### src/rtl/regfile_writeback_arbiter_if.sv
// Writeback arbiter bus: ALU and multdiv result inputs, register file write port,
// decode forwarding lookups and FIFO occupancy. DEPTH must match the arbiter instance.
interface regfile_writeback_arbiter_if #(
   parameter int DEPTH = 2
);
   localparam int CW = $clog2(DEPTH) + 1;

   logic          alu_valid;
   logic [4:0]    alu_rd;
   logic [31:0]   alu_data;
   logic          alu_stall;
   logic          md_valid;
   logic [4:0]    md_rd;
   logic [31:0]   md_data;
   logic          md_ready;
   logic          ctrl_writeEnable;
   logic [4:0]    ctrl_writeReg;
   logic [31:0]   data_writeReg;
   logic [4:0]    fwd_regA;
   logic [4:0]    fwd_regB;
   logic          fwd_hitA;
   logic          fwd_hitB;
   logic [31:0]   fwd_dataA;
   logic [31:0]   fwd_dataB;
   logic [CW-1:0] pending_count;

   modport master (
      output alu_valid, alu_rd, alu_data, md_valid, md_rd, md_data, fwd_regA, fwd_regB,
      input  alu_stall, md_ready, ctrl_writeEnable, ctrl_writeReg, data_writeReg,
      input  fwd_hitA, fwd_hitB, fwd_dataA, fwd_dataB, pending_count
   );

   modport slave (
      input  alu_valid, alu_rd, alu_data, md_valid, md_rd, md_data, fwd_regA, fwd_regB,
      output alu_stall, md_ready, ctrl_writeEnable, ctrl_writeReg, data_writeReg,
      output fwd_hitA, fwd_hitB, fwd_dataA, fwd_dataB, pending_count
   );
endinterface

### src/rtl/regfile_writeback_arbiter.sv
// Merges ALU and multdiv writebacks onto one registered write port (1 cycle); multdiv is
// buffered with md_ready backpressure, ALU stalls only on a starvation pop. WB_FORWARD_EN adds forwarding.
module regfile_writeback_arbiter #(
   parameter int DEPTH        = 2,
   parameter int STARVE_LIMIT = 4
) (
   input  logic                        clock,
   input  logic                        ctrl_reset,
   regfile_writeback_arbiter_if.slave  wb
);
   localparam int PW = $clog2(DEPTH);
   localparam int CW = PW + 1;
   localparam int SW = $clog2(STARVE_LIMIT + 1);

   typedef struct packed {
      logic [4:0]  rd;
      logic [31:0] data;
   } entry_t;

   entry_t        mem_q [DEPTH];
   entry_t        mem_d [DEPTH];
   logic [PW-1:0] rd_ptr_q, rd_ptr_d;
   logic [PW-1:0] wr_ptr_q, wr_ptr_d;
   logic [CW-1:0] count_q, count_d;
   logic [SW-1:0] starve_q, starve_d;
   logic          we_q, we_d;
   logic [4:0]    wreg_q, wreg_d;
   logic [31:0]   wdata_q, wdata_d;

   logic   fifo_empty, forced_pop, alu_wr, push, pop;
   entry_t head;

   assign fifo_empty = (count_q == '0);
   assign forced_pop = !fifo_empty && (starve_q == SW'(STARVE_LIMIT));
   assign alu_wr     = wb.alu_valid && (wb.alu_rd != 5'd0);
   assign pop        = forced_pop || (!alu_wr && !fifo_empty);
   // Readiness comes from registered count only, so a same-cycle pop never frees a slot.
   assign push       = wb.md_valid && wb.md_ready && (wb.md_rd != 5'd0);
   assign head       = mem_q[rd_ptr_q];

   assign wb.md_ready         = (count_q < CW'(DEPTH));
   assign wb.alu_stall        = forced_pop && alu_wr;
   assign wb.pending_count    = count_q;
   assign wb.ctrl_writeEnable = we_q;
   assign wb.ctrl_writeReg    = wreg_q;
   assign wb.data_writeReg    = wdata_q;

   always_comb begin
      mem_d    = mem_q;
      rd_ptr_d = rd_ptr_q;
      wr_ptr_d = wr_ptr_q;
      starve_d = starve_q;
      we_d     = 1'b0;
      wreg_d   = wreg_q;
      wdata_d  = wdata_q;
      if (push) begin
         mem_d[wr_ptr_q] = '{rd: wb.md_rd, data: wb.md_data};
         wr_ptr_d        = wr_ptr_q + PW'(1);
      end
      if (pop) begin
         rd_ptr_d = rd_ptr_q + PW'(1);
         we_d     = 1'b1;
         wreg_d   = head.rd;
         wdata_d  = head.data;
      end else if (alu_wr) begin
         we_d    = 1'b1;
         wreg_d  = wb.alu_rd;
         wdata_d = wb.alu_data;
      end
      count_d = count_q + CW'(push) - CW'(pop);
      if (pop || fifo_empty) begin
         starve_d = '0;
      end else if (starve_q != SW'(STARVE_LIMIT)) begin
         starve_d = starve_q + SW'(1);
      end
   end

   always_ff @(posedge clock or posedge ctrl_reset) begin
      if (ctrl_reset) begin
         mem_q    <= '{default: '0};
         rd_ptr_q <= '0;
         wr_ptr_q <= '0;
         count_q  <= '0;
         starve_q <= '0;
         we_q     <= 1'b0;
         wreg_q   <= '0;
         wdata_q  <= '0;
      end else begin
         mem_q    <= mem_d;
         rd_ptr_q <= rd_ptr_d;
         wr_ptr_q <= wr_ptr_d;
         count_q  <= count_d;
         starve_q <= starve_d;
         we_q     <= we_d;
         wreg_q   <= wreg_d;
         wdata_q  <= wdata_d;
      end
   end

`ifdef WB_FORWARD_EN
   logic [PW-1:0] fwd_idx;
   logic          hit_a, hit_b;
   logic [31:0]   dat_a, dat_b;

   // Walk the FIFO oldest to youngest so the youngest match wins; the write slot is the fallback.
   always_comb begin
      fwd_idx = rd_ptr_q;
      hit_a   = we_q && (wb.fwd_regA != 5'd0) && (wreg_q == wb.fwd_regA);
      hit_b   = we_q && (wb.fwd_regB != 5'd0) && (wreg_q == wb.fwd_regB);
      dat_a   = hit_a ? wdata_q : 32'd0;
      dat_b   = hit_b ? wdata_q : 32'd0;
      for (int i = 0; i < DEPTH; i++) begin
         fwd_idx = rd_ptr_q + PW'(i);
         if ((CW'(i) < count_q) && (wb.fwd_regA != 5'd0) && (mem_q[fwd_idx].rd == wb.fwd_regA)) begin
            hit_a = 1'b1;
            dat_a = mem_q[fwd_idx].data;
         end
         if ((CW'(i) < count_q) && (wb.fwd_regB != 5'd0) && (mem_q[fwd_idx].rd == wb.fwd_regB)) begin
            hit_b = 1'b1;
            dat_b = mem_q[fwd_idx].data;
         end
      end
   end

   assign wb.fwd_hitA  = hit_a;
   assign wb.fwd_hitB  = hit_b;
   assign wb.fwd_dataA = dat_a;
   assign wb.fwd_dataB = dat_b;
`else
   logic unused_fwd;
   assign unused_fwd   = ^{wb.fwd_regA, wb.fwd_regB};
   assign wb.fwd_hitA  = 1'b0;
   assign wb.fwd_hitB  = 1'b0;
   assign wb.fwd_dataA = 32'd0;
   assign wb.fwd_dataB = 32'd0;
`endif
endmodule

### src/flat_wrapper.sv
// flat-port wrapper written by rule: the top's interface ports become plain ports
module regfile_writeback_arbiter_flat 
#(
   parameter int DEPTH        = 2,
   parameter int STARVE_LIMIT = 4
)
  (clock, ctrl_reset, wb_alu_valid, wb_alu_rd, wb_alu_data, wb_md_valid, wb_md_rd, wb_md_data, wb_fwd_regA, wb_fwd_regB, wb_alu_stall, wb_md_ready, wb_ctrl_writeEnable, wb_ctrl_writeReg, wb_data_writeReg, wb_fwd_hitA, wb_fwd_hitB, wb_fwd_dataA, wb_fwd_dataB, wb_pending_count);
  regfile_writeback_arbiter_if #(.DEPTH(DEPTH)) wb_i ();
  input  logic clock;
  input  logic ctrl_reset;
  input wire logic [$bits(wb_i.alu_valid)-1:0] wb_alu_valid;
  input wire logic [$bits(wb_i.alu_rd)-1:0] wb_alu_rd;
  input wire logic [$bits(wb_i.alu_data)-1:0] wb_alu_data;
  input wire logic [$bits(wb_i.md_valid)-1:0] wb_md_valid;
  input wire logic [$bits(wb_i.md_rd)-1:0] wb_md_rd;
  input wire logic [$bits(wb_i.md_data)-1:0] wb_md_data;
  input wire logic [$bits(wb_i.fwd_regA)-1:0] wb_fwd_regA;
  input wire logic [$bits(wb_i.fwd_regB)-1:0] wb_fwd_regB;
  output wire logic [$bits(wb_i.alu_stall)-1:0] wb_alu_stall;
  output wire logic [$bits(wb_i.md_ready)-1:0] wb_md_ready;
  output wire logic [$bits(wb_i.ctrl_writeEnable)-1:0] wb_ctrl_writeEnable;
  output wire logic [$bits(wb_i.ctrl_writeReg)-1:0] wb_ctrl_writeReg;
  output wire logic [$bits(wb_i.data_writeReg)-1:0] wb_data_writeReg;
  output wire logic [$bits(wb_i.fwd_hitA)-1:0] wb_fwd_hitA;
  output wire logic [$bits(wb_i.fwd_hitB)-1:0] wb_fwd_hitB;
  output wire logic [$bits(wb_i.fwd_dataA)-1:0] wb_fwd_dataA;
  output wire logic [$bits(wb_i.fwd_dataB)-1:0] wb_fwd_dataB;
  output wire logic [$bits(wb_i.pending_count)-1:0] wb_pending_count;
  assign wb_i.alu_valid = wb_alu_valid;
  assign wb_i.alu_rd = wb_alu_rd;
  assign wb_i.alu_data = wb_alu_data;
  assign wb_i.md_valid = wb_md_valid;
  assign wb_i.md_rd = wb_md_rd;
  assign wb_i.md_data = wb_md_data;
  assign wb_i.fwd_regA = wb_fwd_regA;
  assign wb_i.fwd_regB = wb_fwd_regB;
  assign wb_alu_stall = wb_i.alu_stall;
  assign wb_md_ready = wb_i.md_ready;
  assign wb_ctrl_writeEnable = wb_i.ctrl_writeEnable;
  assign wb_ctrl_writeReg = wb_i.ctrl_writeReg;
  assign wb_data_writeReg = wb_i.data_writeReg;
  assign wb_fwd_hitA = wb_i.fwd_hitA;
  assign wb_fwd_hitB = wb_i.fwd_hitB;
  assign wb_fwd_dataA = wb_i.fwd_dataA;
  assign wb_fwd_dataB = wb_i.fwd_dataB;
  assign wb_pending_count = wb_i.pending_count;
  regfile_writeback_arbiter #(.DEPTH(DEPTH), .STARVE_LIMIT(STARVE_LIMIT)) u_core (.clock(clock), .ctrl_reset(ctrl_reset), .wb(wb_i));
endmodule
### config.mk
export PLATFORM = sky130hd
export DESIGN_NAME = regfile_writeback_arbiter_flat
export DESIGN_NICKNAME = d
export VERILOG_FILES = /design/src/rtl/regfile_writeback_arbiter_if.sv /design/src/rtl/regfile_writeback_arbiter.sv /design/src/flat_wrapper.sv
export SDC_FILE = /design/constraint.sdc
export NUM_CORES = 1
export LEC_CHECK = 0
export BUFFER_PORTS_ARGS = -buffer_cell sky130_fd_sc_hd__buf_2
export CAP_MARGIN = 20
export CORE_AREA = 2 2 118 120
export DETAILED_ROUTE_END_ITERATION = 7
export DIE_AREA = 0 0 120 122
export GPL_TIMING_DRIVEN = 1
export PLACE_DENSITY = 0.72
export SLEW_MARGIN = 40
export SYNTH_ARGS = -nofsm -noshare
export SYNTH_HDL_FRONTEND = slang
export SYNTH_SLANG_ARGS = --single-unit
### constraint.sdc
create_clock -name clock -period 6 [get_ports clock]
set_clock_uncertainty 0.1 [all_clocks]
set_input_delay 0.3 -clock clock [delete_from_list [all_inputs] [get_ports clock]]
set_output_delay 0.3 -clock clock [all_outputs]
set_load 0.01 [all_outputs]
==> results by group, run 1 <==
Detailed routing
  • Pre-Repair DR Iteration Count: 4
  • Via density: 5.059
  • Final WL: 13.46 mm
  • Post-route ant nets: 0
  • Number of remaining DRC errors: 0
  • Routed vias: 4315
  • First DRT Iteration DRCs: 268
  • Average routed wire per standard cell: 15.78 microns

STA
  • Final setup viols: 0
  • Max Clk Rate: 283.8 MHz
  • WHS: 34.33 ps
  • Hold Violations, Final: 0
  • Fin crit period: roughly 3500 ps
  • Unrepaired setup endpoints after global routing: no
  • Fin crit share: 0.5874
  • Tightest Pin Transition: 743.5 ps
  • Worst rel slew slack: 0.5043
  • Max-slew violation count: 0
  • Setup TNS: 0 ps

Setup path
  • Setup slack, reg-to-reg: about 2500 ps
  • CP required: 6190 ps
  • Critical Path End: u_core.wb.data_writeReg[1]
  • Setup crit start kind: flip-flop
  • Crit Path Class: flip-flop to flip-flop
  • CP startpoint: u_core.wb.pending_count[1]
  • Crit-path max FO: 66
  • R2R depth: 7
  • Crit path arrival time: 3710 ps
  • Crit Reg-Reg Endpoint: u_core.wb.data_writeReg[1]
  • CP Capture Type: flip-flop
  • Reg-to-Reg Start: u_core.wb.pending_count[1]

Synth
  • Synth Area in Compound Gates: 0.1170
  • Synth Warn #: 0
  • Gate count of the mapped netlist: 515
  • Sequential area share after synthesis: 0.5019
  • Async set-or-reset flop fraction in the synthesized netlist: 1.000
  • Mapped Area: just under 6000 sq um
  • Post-synthesis sequential element count: between 100 and 150
  • Post-synthesis mux area share: 0.1856
  • Post-Synth XOR/XNOR Area: 0.005905
  • Simple-gate share of the synthesized area: 0.06622
  • Largest family of logic cells by synthesized area: multiplexers
  • Post-Synth Adder-Cell Area: 0.008435
  • Syn avg cell area: about 12 sq um
  • Post-synth EDFFs: 0
  • Yosys cell types: 32
  • Ys flop type: dfrtp_1

Final layout
  • Final non-filler cell total: 853
  • Layout area overhead: 23.98%
  • # diodes: 0
  • Fillers: about 1.2k
  • Design area: 7356 sq um
  • Layout cell share with drive strength beyond 1: 0.3388
  • Nets: 752

Clocking
  • PostCTS Resize Cnt: 0
  • Clock Path Buffers: 2
  • Setup Buffers After CTS: 0
  • CTS tree: yes
  • # clock sinks: roughly 120
  • Worst-path clk slew: 50 ps
  • Clk root buf: clkbuf_16
  • TritonCTS buffer count: 17
  • Clock insertion delay at the later pin of the skew report: 410 ps
  • CTS HTree Levels: 4
  • Hold_buf cts: 33

Power
  • Total power: 0.003788 W
  • Sw frac: 0.3347
  • Cell Int Power: 0.002520 W
  • PwrDens: between 500 and 600 nW/um^2
  • Logic pwr share: 0.358
  • Peak VDD IR: around 230 uV
  • Clk network pwr share: 0.265
  • Psw: 0.001268 W
  • Sequential cell fraction of total power: 0.377
  • Lkg Pwr: around 3.7 nW

Global routing
  • GRT Total Usage: 0.1910
  • Largest net degree at the start of global routing: 67
  • Initial antenna violation count: 0
  • Total grt overflow: 0
  • Vias in the first global route: 4247
  • First-pass GRT wire length: between 20 and 25 mm

Place
  • IO buf count: 119
  • Gpl congestion: roughly 0.73
  • Dpl cells: roughly 790
  • DP Area: about 6400 sq um
  • Detailed Place HPWL: approximately 8.5 mm

Die
  • Core Rows: 43
  • Core box area: roughly 14000 sq um
  • Die W: 120 microns
  • Starting density of the core: 0.4394
  • Die Y: 122 microns
  • # IOs: a little under 200
  • Die Area: 14640 sq um

Worst hold path
  • Min-delay worst type: input port to flip-flop

Run
  • Max Cap Viol: 0

Outcome
  • Status: completed
[cell type report]
cell class | instances | area (sq um) | share of cell area
Tap cell | 180 | 225.2 | 0.03062
Clock buffer | 23 | 488.0 | 0.06634
Inverter | 6 | 27.53 | 0.003742
Multi-Input combinational cell | 358 | 2547 | 0.3463
Sequential cell | 119 | 2979 | 0.4050
Timing Repair Buffer | 158 | 991.0 | 0.1347
Clock inverter | 9 | 97.59 | 0.01327
[routing by layer]
layer,global-route usage,routed length [microns],vias to the layer above
met5,0,0,-
met4,0.09118,251,0
met3,0.05431,862,20
met2,0.3125,6542,178
met1,0.2335,5802,2136
li1,-,-,1981
[power groups by stage]
stage                     sequential, W  combinational (W)  clock, W
after global placement          0.00141            0.00129         0
after CTS                       0.00142            0.00136   0.00102
after detailed placement        0.00144            0.00134         0
after floorplan                 0.00142            0.00101         0
after global routing            0.00148            0.00149   0.00106
final                           0.00143            0.00136   0.00100
[synth_stat cells, types with 2 or more instances]
| library cell | instances | area [sq um] |
|---|---|---|
| a22o_1 | 10 | 87.58 |
| nor3_1 | 3 | 15.01 |
| nor2_1 | 73 | 274.0 |
| a21oi_1 | 5 | 25.02 |
| a211o_1 | 32 | 280.3 |
| nand2_1 | 5 | 18.77 |
| dfrtp_1 | 119 | 2978 |
| ha_1 | 4 | 50.05 |
| inv_1 | 6 | 22.52 |
| a211oi_1 | 32 | 240.2 |
| xor2_1 | 2 | 17.52 |
| xnor2_1 | 2 | 17.52 |
| clkbuf_1 | 15 | 56.30 |
| buf_2 | 11 | 55.05 |
| buf_6 | 4 | 45.04 |
| o221ai_1 | 5 | 43.79 |
| and3_1 | 2 | 12.51 |
| mux2i_1 | 38 | 380.4 |
| nand3_1 | 6 | 30.03 |
| mux2_2 | 64 | 720.7 |
| buf_4 | 66 | 495.5 |
[sequential cells by signal, indices dropped and copies added, names as in the netlist]
register / flops
u_core.mem_q: 74
u_core.wb.data_writeReg: 32
u_core.wb.ctrl_writeReg: 5
u_core.wb.pending_count: 2
u_core.wb.ctrl_writeEnable: 1
u_core.wr_ptr_q: 1
u_core.starve_q: 3
u_core.rd_ptr_q: 1
[how the worst min path moves through the flow]
stage | start | end | slack, ps | cells after the start
finish | wb_md_data[20] | u_core.mem_q[57] | 30 | 2
global route | wb_md_data[5] | u_core.mem_q[42] | 20 | 2
CTS | wb_md_data[16] | u_core.mem_q[16] | 8 | 2
detailed placement | u_core.mem_q[71] | u_core.mem_q[71] | 380 | 1
global placement | u_core.wr_ptr_q | u_core.wr_ptr_q | 370 | 1
floorplan | wb_alu_data[24] | u_core.wb.data_writeReg[24] | 320 | 1
[layout by cell type, fill, tap and decap left out, drive strengths merged, types with 10 or more instances in the layout]
cell type / instances
mux2: 64
mux2i: 38
a211o: 32
dlygate4sd3: 33
dfrtp: 119
a22o: 10
conb: 66
a211oi: 32
buf: 125
nor2: 73
clkbuf: 23
[logic make-up (layout without fill, tap and decap cells)]
| kind of cell | count (synthesis) | after routing |
|---|---|---|
| buffers and inverters | 103 | 196 |
| flip-flops | 119 | 119 |
| multiplexers | 102 | 102 |
| adder cells (fa/ha/maj) | 4 | 4 |
| other | 1 | 66 |
| XOR/XNOR | 4 | 4 |
| AO/OA/AOI/OAI | 87 | 87 |
| AND/OR/NAND/NOR | 95 | 95 |
[worst max-delay path, stage by stage, from the launching register on]
cell and delay [ps]:
dfrtp_1 460, or2_2 160, buf_4 560, nand3_2 650
buf_4 460, and2_1 330, buf_4 310, a211o_1 320
[per-stage QoR]
step | util | setup slack [ps]
after global routing | 0.5447 | 2245
final | 0.5447 | 2476
after CTS | 0.5443 | 2495
after global placement | 0.4734 | 2602
after floorplan | - | 2443
after detailed placement | 0.4765 | 2486
No activity file was read; power rests on OpenSTA's default activity.
==> run 2: changes to the inputs <==
==> constraint.sdc (replaced) <==
create_clock -name clock -period 3.6 [get_ports clock]
set_clock_uncertainty 0.1 [all_clocks]
set_input_delay 0.18 -clock clock [delete_from_list [all_inputs] [get_ports clock]]
set_output_delay 0.18 -clock clock [all_outputs]
set_load 0.01 [all_outputs]
==> results by group, run 2 (synthesis results as in run 1) <==
Setup path
  • R2R depth: 7 (unchanged)
  • CP required: 3790 ps (-2400 ps)
  • Critical Path Max Stage Delay: 550 ps (-100 ps)
  • Crit path cell chain: dlygate4sd3_1, buf_2, or4_1, o21a_2, buf_4, and2_1, buf_4, a211o_1
  • Worst path depth: 8 (+1)
  • Setup crit start kind: input port
  • Crit-path max FO: 31 (-53%)
  • CP startpoint: wb_alu_rd[2]
  • Crit-path slowest cell: dlygate4sd3_1
  • Crit Reg-Reg Endpoint: u_core.wb.ctrl_writeReg[2]
  • Critical Path End: u_core.wb.data_writeReg[11]
  • Reg-to-Reg Start: u_core.starve_q[0]
  • Crit path arrival time: 2910 ps (-800 ps)
  • CP Capture Type: flip-flop
  • Crit path top cell by count: buf_4
  • Family with the most delay on the worst path: buffers and inverters
  • Buffers & Inverters on Critical Path: 4 (+1)
  • Crit Path Class: input port to flip-flop
  • Setup slack, reg-to-reg: 990 ps (-1490 ps)

Power
  • Total power: 0.006499 W (+72%)
  • Lkg Pwr: 3.882 nW (+5.8%)
  • Peak VDD IR: 430.6 uV (+86%)
  • PwrDens: 827.5 nW/um^2 (+61%)

Final layout
  • Max reg flops: 74 (unchanged)
  • Layout area overhead: 32.37%
  • Top reg by flops: u_core.mem_q
  • Design area: 7854 sq um (+6.8%)
  • # diodes: 0 (unchanged)
  • Nets: 801 (+6.5%)
  • Commonest non-fill, non-tap cell in the layout: buf_2
  • Core Util, Final: 0.5816 (+0.03688)
  • Most frequent cells in the layout: buf_2, dfrtp_1, dlygate4sd3_1
  • Layout cell share with drive strength beyond 1: 0.3176 (-0.02117)

STA
  • Fin crit share: 0.7551
  • Setup slack after layout: 881.7 ps (-1594 ps)
  • Worst rel slew slack: 0.4457 (-0.05868)
  • Hold Violations, Final: 0 (unchanged)
  • Fin crit period: 2718 ps
  • Setup TNS: 0 ps (unchanged)
  • Final setup viols: 0 (unchanged)
  • Max Clk Rate: 367.9 MHz
  • Tightest Pin Transition: 829.7 ps (+86.23 ps)
  • Max-slew violation count: 0 (unchanged)
  • Unrepaired setup endpoints after global routing: no

Place
  • Pre-CTS worst setup slack: 1024 ps (-1463 ps)
  • IO buf count: 119 (unchanged)
  • Gpl congestion: 0.7295 (+0.39%)
  • DP Area: 6440 sq um (about the same)
  • Detailed Place HPWL: 8.800 mm (+4.0%)

Clocking
  • PostCTS Resize Cnt: 0 (unchanged)
  • # clock sinks: 119 (unchanged)
  • Worst-path clk slew: 50 ps (about the same)
  • Clock Path Buffers: 2 (unchanged)
  • CTS tree: yes
  • TritonCTS buffer count: 17 (unchanged)
  • Clock insertion delay at the later pin of the skew report: 410 ps (about the same)
  • Clk root buf: clkbuf_16
  • CTS HTree Levels: 4 (unchanged)

Detailed routing
  • First DRT Iteration DRCs: 261 (-2.6%)
  • Pre-Repair DR Iteration Count: 4 (unchanged)
  • Number of remaining DRC errors: 0 (unchanged)
  • Post-route ant nets: 0 (unchanged)
  • Via density: 5.089 (+0.60%)
  • Final WL: 14.48 mm (+7.6%)
  • Routed vias: 4585 (+6.3%)
  • Average routed wire per standard cell: 16.07 microns (+1.9%)

Global routing
  • Initial antenna violation count: 0 (unchanged)
  • First-pass GRT wire length: 23.05 mm (+7.8%)
  • GRT Total Usage: 0.2066 (+0.01559)
  • Largest net degree at the start of global routing: 66 (-1.5%)
  • Vias in the first global route: 4589 (+8.1%)
  • Total grt overflow: 0 (unchanged)

Outcome
  • Status: completed

Die
  • # IOs: 196 (unchanged)
  • Core Rows: 43 (unchanged)
  • Die Area: 14640 sq um (unchanged)
  • Starting density of the core: 0.4394 (unchanged)
  • Die W: 120 microns (unchanged)
  • Core box area: 13500 sq um (unchanged)
  • Die Y: 122 microns (unchanged)

Worst hold path
  • Min-delay worst type: input port to flip-flop

Run
  • Max Cap Viol: 0 (unchanged)
-- run 2: worst reg2reg max path: stages, from the launching register on --
cell	delay, ps
dfrtp_1	380
inv_1	90
ha_1	210
nand3_2	400
buf_4	440
nand3_1	150
dlygate4sd3_1	560
o221ai_1	120
-- run 2: layout make-up --
class	instances	area, sq um
Timing Repair Buffer	207	1466
Clock buffer	21	470.5
Sequential cell	119	2979
Multi-Input combinational cell	358	2535
Fill cell	1087	5650
Tap cell	180	225.2
Inverter	6	27.53
Clock inverter	10	150.1
-- run 2: report_power, final --
group | switching [W] | internal [W]
Combinational | 0.00116 | 0.00117
Sequential | 0.000396 | 0.00199
Clock | 0.000587 | 0.00120
Total | 0.00214 | 0.00436
-- run 2: metrics by stage --
stage          cells  hold slack (ps)
6_report         901            63.05
5_1_grt          901            66.35
4_1_cts          901            46.32
3_5_place_dp     791            279.5
3_3_place_gp     791            267.8
2_1_floorplan    580            204.5
-- run 2: timing repair --
action,in CTS,in global routing
endpoints found under the hold margin,172,0
buffers inserted,0,0
hold buffers,79,0
-- run 2: metal layers --
layer / track usage / vias to the layer above / wire length (microns) / part of all wire
li1: - / 2090 / - / -
met4: 0.1007 / 0 / 352 / 0.024
met3: 0.04822 / 32 / 876 / 0.060
met1: 0.2478 / 2249 / 6051 / 0.42
met5: 0 / - / 0 / 0
met2: 0.3505 / 214 / 7199 / 0.50
-- run 2: worst min-delay path by stage --
stage                          startpoint                           to  slack [ps]  depth (start not counted)
after floorplan           wb_alu_data[24]  u_core.wb.data_writeReg[24]         200                          1
after global placement         ctrl_reset              u_core.mem_q[9]         270                          2
after detailed placement       ctrl_reset             u_core.mem_q[46]         280                          2
after CTS                    wb_alu_valid   u_core.wb.ctrl_writeReg[0]          50                          3
after global routing         wb_alu_valid   u_core.wb.ctrl_writeReg[0]          70                          3
final                         wb_md_valid              u_core.wr_ptr_q          60                          3
==> run 3: changes to the inputs <==
--- a/config.mk
+++ b/config.mk
@@ -5,13 +5,14 @@
 export SDC_FILE = /design/constraint.sdc
 export NUM_CORES = 1
 export LEC_CHECK = 0
+export ABC_AREA = 1
 export BUFFER_PORTS_ARGS = -buffer_cell sky130_fd_sc_hd__buf_2
 export CAP_MARGIN = 20
-export CORE_AREA = 2 2 118 120
+export CORE_AREA = 2 2 121 123
 export DETAILED_ROUTE_END_ITERATION = 7
-export DIE_AREA = 0 0 120 122
+export DIE_AREA = 0 0 123 125
 export GPL_TIMING_DRIVEN = 1
-export PLACE_DENSITY = 0.72
+export PLACE_DENSITY = 0.73
 export SLEW_MARGIN = 40
 export SYNTH_ARGS = -nofsm -noshare
 export SYNTH_HDL_FRONTEND = slang
==> constraint.sdc (replaced) <==
create_clock -name clock -period 2.2 [get_ports clock]
set_clock_uncertainty 0.1 [all_clocks]
set_input_delay 0.11 -clock clock [delete_from_list [all_inputs] [get_ports clock]]
set_output_delay 0.11 -clock clock [all_outputs]
set_load 0.01 [all_outputs]
==> results by group, run 3 <==
Outcome
  • Status: completed

Detailed routing
  • Via density: 4.595 (-9.7%)
  • Number of remaining DRC errors: 0 (unchanged)
  • First DRT Iteration DRCs: 380 (+46%)
  • Pre-Repair DR Iteration Count: 5 (+1)
  • Final WL: 15.77 mm (+8.9%)
  • Post-route ant nets: 0 (unchanged)
  • Average routed wire per standard cell: 13.33 microns (-17%)
  • Routed vias: 5436 (+19%)

Worst hold path
  • Hold path depth: 4 (+1)
  • Min-delay worst type: input port to flip-flop

Place
  • Gpl congestion: 0.8173 (+12%)
  • Detailed Place HPWL: 9.933 mm (+13%)
  • DP Area: 6673 sq um (+3.6%)
  • IO buf count: 119 (unchanged)

Setup path
  • Crit Reg-Reg Endpoint: u_core.wb.ctrl_writeReg[4]
  • Family with the most delay on the worst path: buffers and inverters
  • CP required: 2380 ps (-1410 ps)
  • CP Capture Type: flip-flop
  • Worst path depth: 7 (-1)
  • Crit-path max FO: 28 (-9.7%)
  • Critical Path End: u_core.wb.ctrl_writeReg[4]
  • Setup crit start kind: flip-flop
  • Reg-to-Reg Start: u_core.wb.pending_count[1]
  • Setup slack, reg-to-reg: 160 ps (-830 ps)
  • Critical Path Max Stage Delay: 550 ps (about the same)
  • Crit-path slowest cell: dlygate4sd3_1
  • Crit path arrival time: 2220 ps (-690 ps)
  • Crit Path Class: flip-flop to flip-flop
  • R2R depth: 7 (unchanged)
  • CP startpoint: u_core.wb.pending_count[1]
  • Crit path top cell by count: nand3_1
  • Crit path cell chain: inv_1, nand2_2, buf_6, nand3_1, nand3_1, dlygate4sd3_1, nand3_1
  • Buffers & Inverters on Critical Path: 3 (-1)

Final layout
  • Layout cell share with drive strength beyond 1: 0.1755 (-0.1421)
  • Commonest non-fill, non-tap cell in the layout: nand2_1
  • Nets: 1077 (+34%)
  • Layout area overhead: 30.48%
  • Max reg flops: 74 (unchanged)
  • Top reg by flops: u_core.mem_q
  • Design area: 8040 sq um (+2.4%)
  • Most frequent cells in the layout: nand2_1, nand3_1, buf_2

Run
  • Max Cap Viol: 0 (unchanged)

Synth
  • Synth Warn #: 0 (unchanged)
  • Ys flop type: dfrtp_1
  • Gate count of the mapped netlist: 798 (+55%)
  • Synth top cells by count: nand2_1, nand3_1, dfrtp_1, buf_4, inv_1
  • Leading post-synthesis cells by cell area: dfrtp_1, nand2_1, nand3_1
  • Cell taking the most area after synthesis: dfrtp_1
  • Leading cell type by number of instances after synthesis: nand2_1
  • Top cell type's share of synthesized area: 0.4832 (-0.01865)
  • Mapped Area: 6162 sq um (+3.9%)
  • Syn avg cell area: 7.722 sq um (-33%)
  • Yosys cell types: 21 (-34%)
  • Post-synthesis sequential element count: 119 (unchanged)
  • Post-synth EDFFs: 0 (unchanged)
  • Async set-or-reset flop fraction in the synthesized netlist: 1.000 (unchanged)
  • Sequential area share after synthesis: 0.4832 (-0.01865)

Clocking
  • TritonCTS buffer count: 17 (unchanged)
  • # clock sinks: 119 (unchanged)
  • Worst-path clk slew: 50 ps (about the same)
  • Clock Path Buffers: 2 (unchanged)
  • Setup Buffers After CTS: 0 (unchanged)
  • Clk root buf: clkbuf_16
  • CTS HTree Levels: 4 (unchanged)
  • CTS tree: yes
  • Clock insertion delay at the later pin of the skew report: 410 ps (about the same)

STA
  • Fin crit period: 2041 ps
  • Fin crit share: 0.9278
  • Unrepaired setup endpoints after global routing: no
  • Final setup viols: 0 (unchanged)
  • Max-slew violation count: 0 (unchanged)
  • Max Clk Rate: 489.9 MHz
  • Setup TNS: 0 ps (unchanged)
  • Hold Violations, Final: 0 (unchanged)

Global routing
  • GRT Total Usage: 0.2123 (+0.005710)
  • GR Util met1: 0.2785 (+0.03068)
  • Vias in the first global route: 5233 (+14%)
  • Total grt overflow: 0 (unchanged)
  • GRT busiest layer: met2
  • First-pass GRT wire length: 25.59 mm (+11%)
  • Initial antenna violation count: 2 (+2)
  • Largest net degree at the start of global routing: 46 (-30%)
  • Met3 global-route usage: 0.04380 (-0.004425)
  • Met2 Use GR: 0.3481 (-0.002431)

Power
  • Psw: 0.003716 W (+74%)
  • Peak VDD IR: 547.3 uV (+27%)
  • Sw frac: 0.3700 (+0.04068)
  • Logic pwr share: 0.353 (-0.005)
  • Lkg Pwr: 4.338 nW (+12%)
  • Clk network pwr share: 0.276 (about the same)
  • PwrDens: 1249 nW/um^2 (+51%)
  • Sequential cell fraction of total power: 0.372 (+0.005)
  • Total power: 0.01004 W (+55%)
  • Cell Int Power: 0.006328 W (+45%)

Die
  • Core Rows: 44 (+2.3%)
  • # IOs: 196 (unchanged)
  • Die W: 123 microns (+2.5%)
  • Die Area: 15380 sq um (+5.0%)
  • Die Y: 125 microns (+2.5%)
  • Core box area: 14200 sq um (+5.2%)
  • Starting density of the core: 0.4338 (-0.005515)
==> run 3: cell types whose count changed after synthesis, moves of 9 or more <==
cell | previous run | this run
nand3_1 | 6 | 120
buf_4 | 66 | 75
mux2i_1 | 38 | 0
clkbuf_1 | 15 | 5
buf_2 | 11 | 25
mux2_2 | 64 | 0
a211oi_1 | 32 | 0
inv_1 | 6 | 75
a22o_1 | 10 | 0
a211o_1 | 32 | 0
nand2_1 | 5 | 261
o21ai_0 | 1 | 57
nor2_1 | 73 | 41
==> run 3: layout make-up <==
type                       instances  area [sq um]
sequential                       119          2979
clock inverter                    10         127.6
multi-input combinational        558          2405
inverter                          77         292.8
timing repair buffer             212          1540
tap                              184         230.2
fill                            1305          6163
antenna                            2         5.005
clock buffer                      21         460.4
==> run 3: how the worst min path moves through the flow <==
stage / from / to / slack [ps]
after floorplan: wb_md_data[0] / u_core.mem_q[0] / 130
after global placement: ctrl_reset / u_core.mem_q[51] / 50
after detailed placement: ctrl_reset / u_core.mem_q[51] / 60
after CTS: wb_alu_valid / u_core.wb.ctrl_writeReg[2] / 50
after global routing: wb_alu_valid / u_core.wb.ctrl_writeReg[2] / 80
final: wb_alu_valid / u_core.wb.ctrl_writeReg[2] / 50
==> run 3: kinds of logic after synthesis <==
| family | count (synthesis) | synth area share |
|---|---|---|
| adders and majority gates | 4 | 0.008122 |
| AOI/OAI and AO/OA | 58 | 0.04711 |
| xor gates and xnor gates | 3 | 0.004265 |
| and+or+nand+nor | 427 | 0.2889 |
| other | 1 | 0.0006086 |
| buffers and inverters | 186 | 0.1677 |
| DFF | 119 | 0.4832 |
==> run 3: what timing repair did <==
action / in CTS / in global routing
hold endpoints to repair: 143 / 0
hold buffers: 77 / 0
setup endpoints to repair: 0 / 2
gates resized for setup: 0 / 1
==> run 3: per-stage QoR <==
step | hold slack, ps | utilization | instances | worst slack (ps)
floorplan | 126.6 | - | 863 | 114.3
global placement | 50.00 | 0.4698 | 1073 | 304.8
detailed placement | 55.25 | 0.4698 | 1073 | 241.2
CTS | 46.13 | 0.5655 | 1181 | 52.63
global route | 77.05 | 0.5661 | 1183 | 9.966
finish | 53.26 | 0.5661 | 1183 | 158.9
==> run 3: metal layers <==
layer	vias up	routed length (microns)
met5	-	0
met4	0	285
met3	25	828
met2	168	7517
met1	2517	7140
li1	2726	-
==> run 3: power by group through the flow <==
stage	Combinational, W	Clock [W]	Sequential (W)
6_report	0.00354	0.00277	0.00373
3_5_place_dp	0.00342	0	0.00375
3_3_place_gp	0.00333	0	0.00372
2_1_floorplan	0.00235	0	0.00377
5_1_grt	0.00402	0.00290	0.00385
4_1_cts	0.00355	0.00280	0.00373
==> run 3: worst register-to-register path, delay by kind of cell, from the launching register on <==
family        cells  cell delay [ps]
buf+inv           3              900
flops             1              400
simple gates      4              510
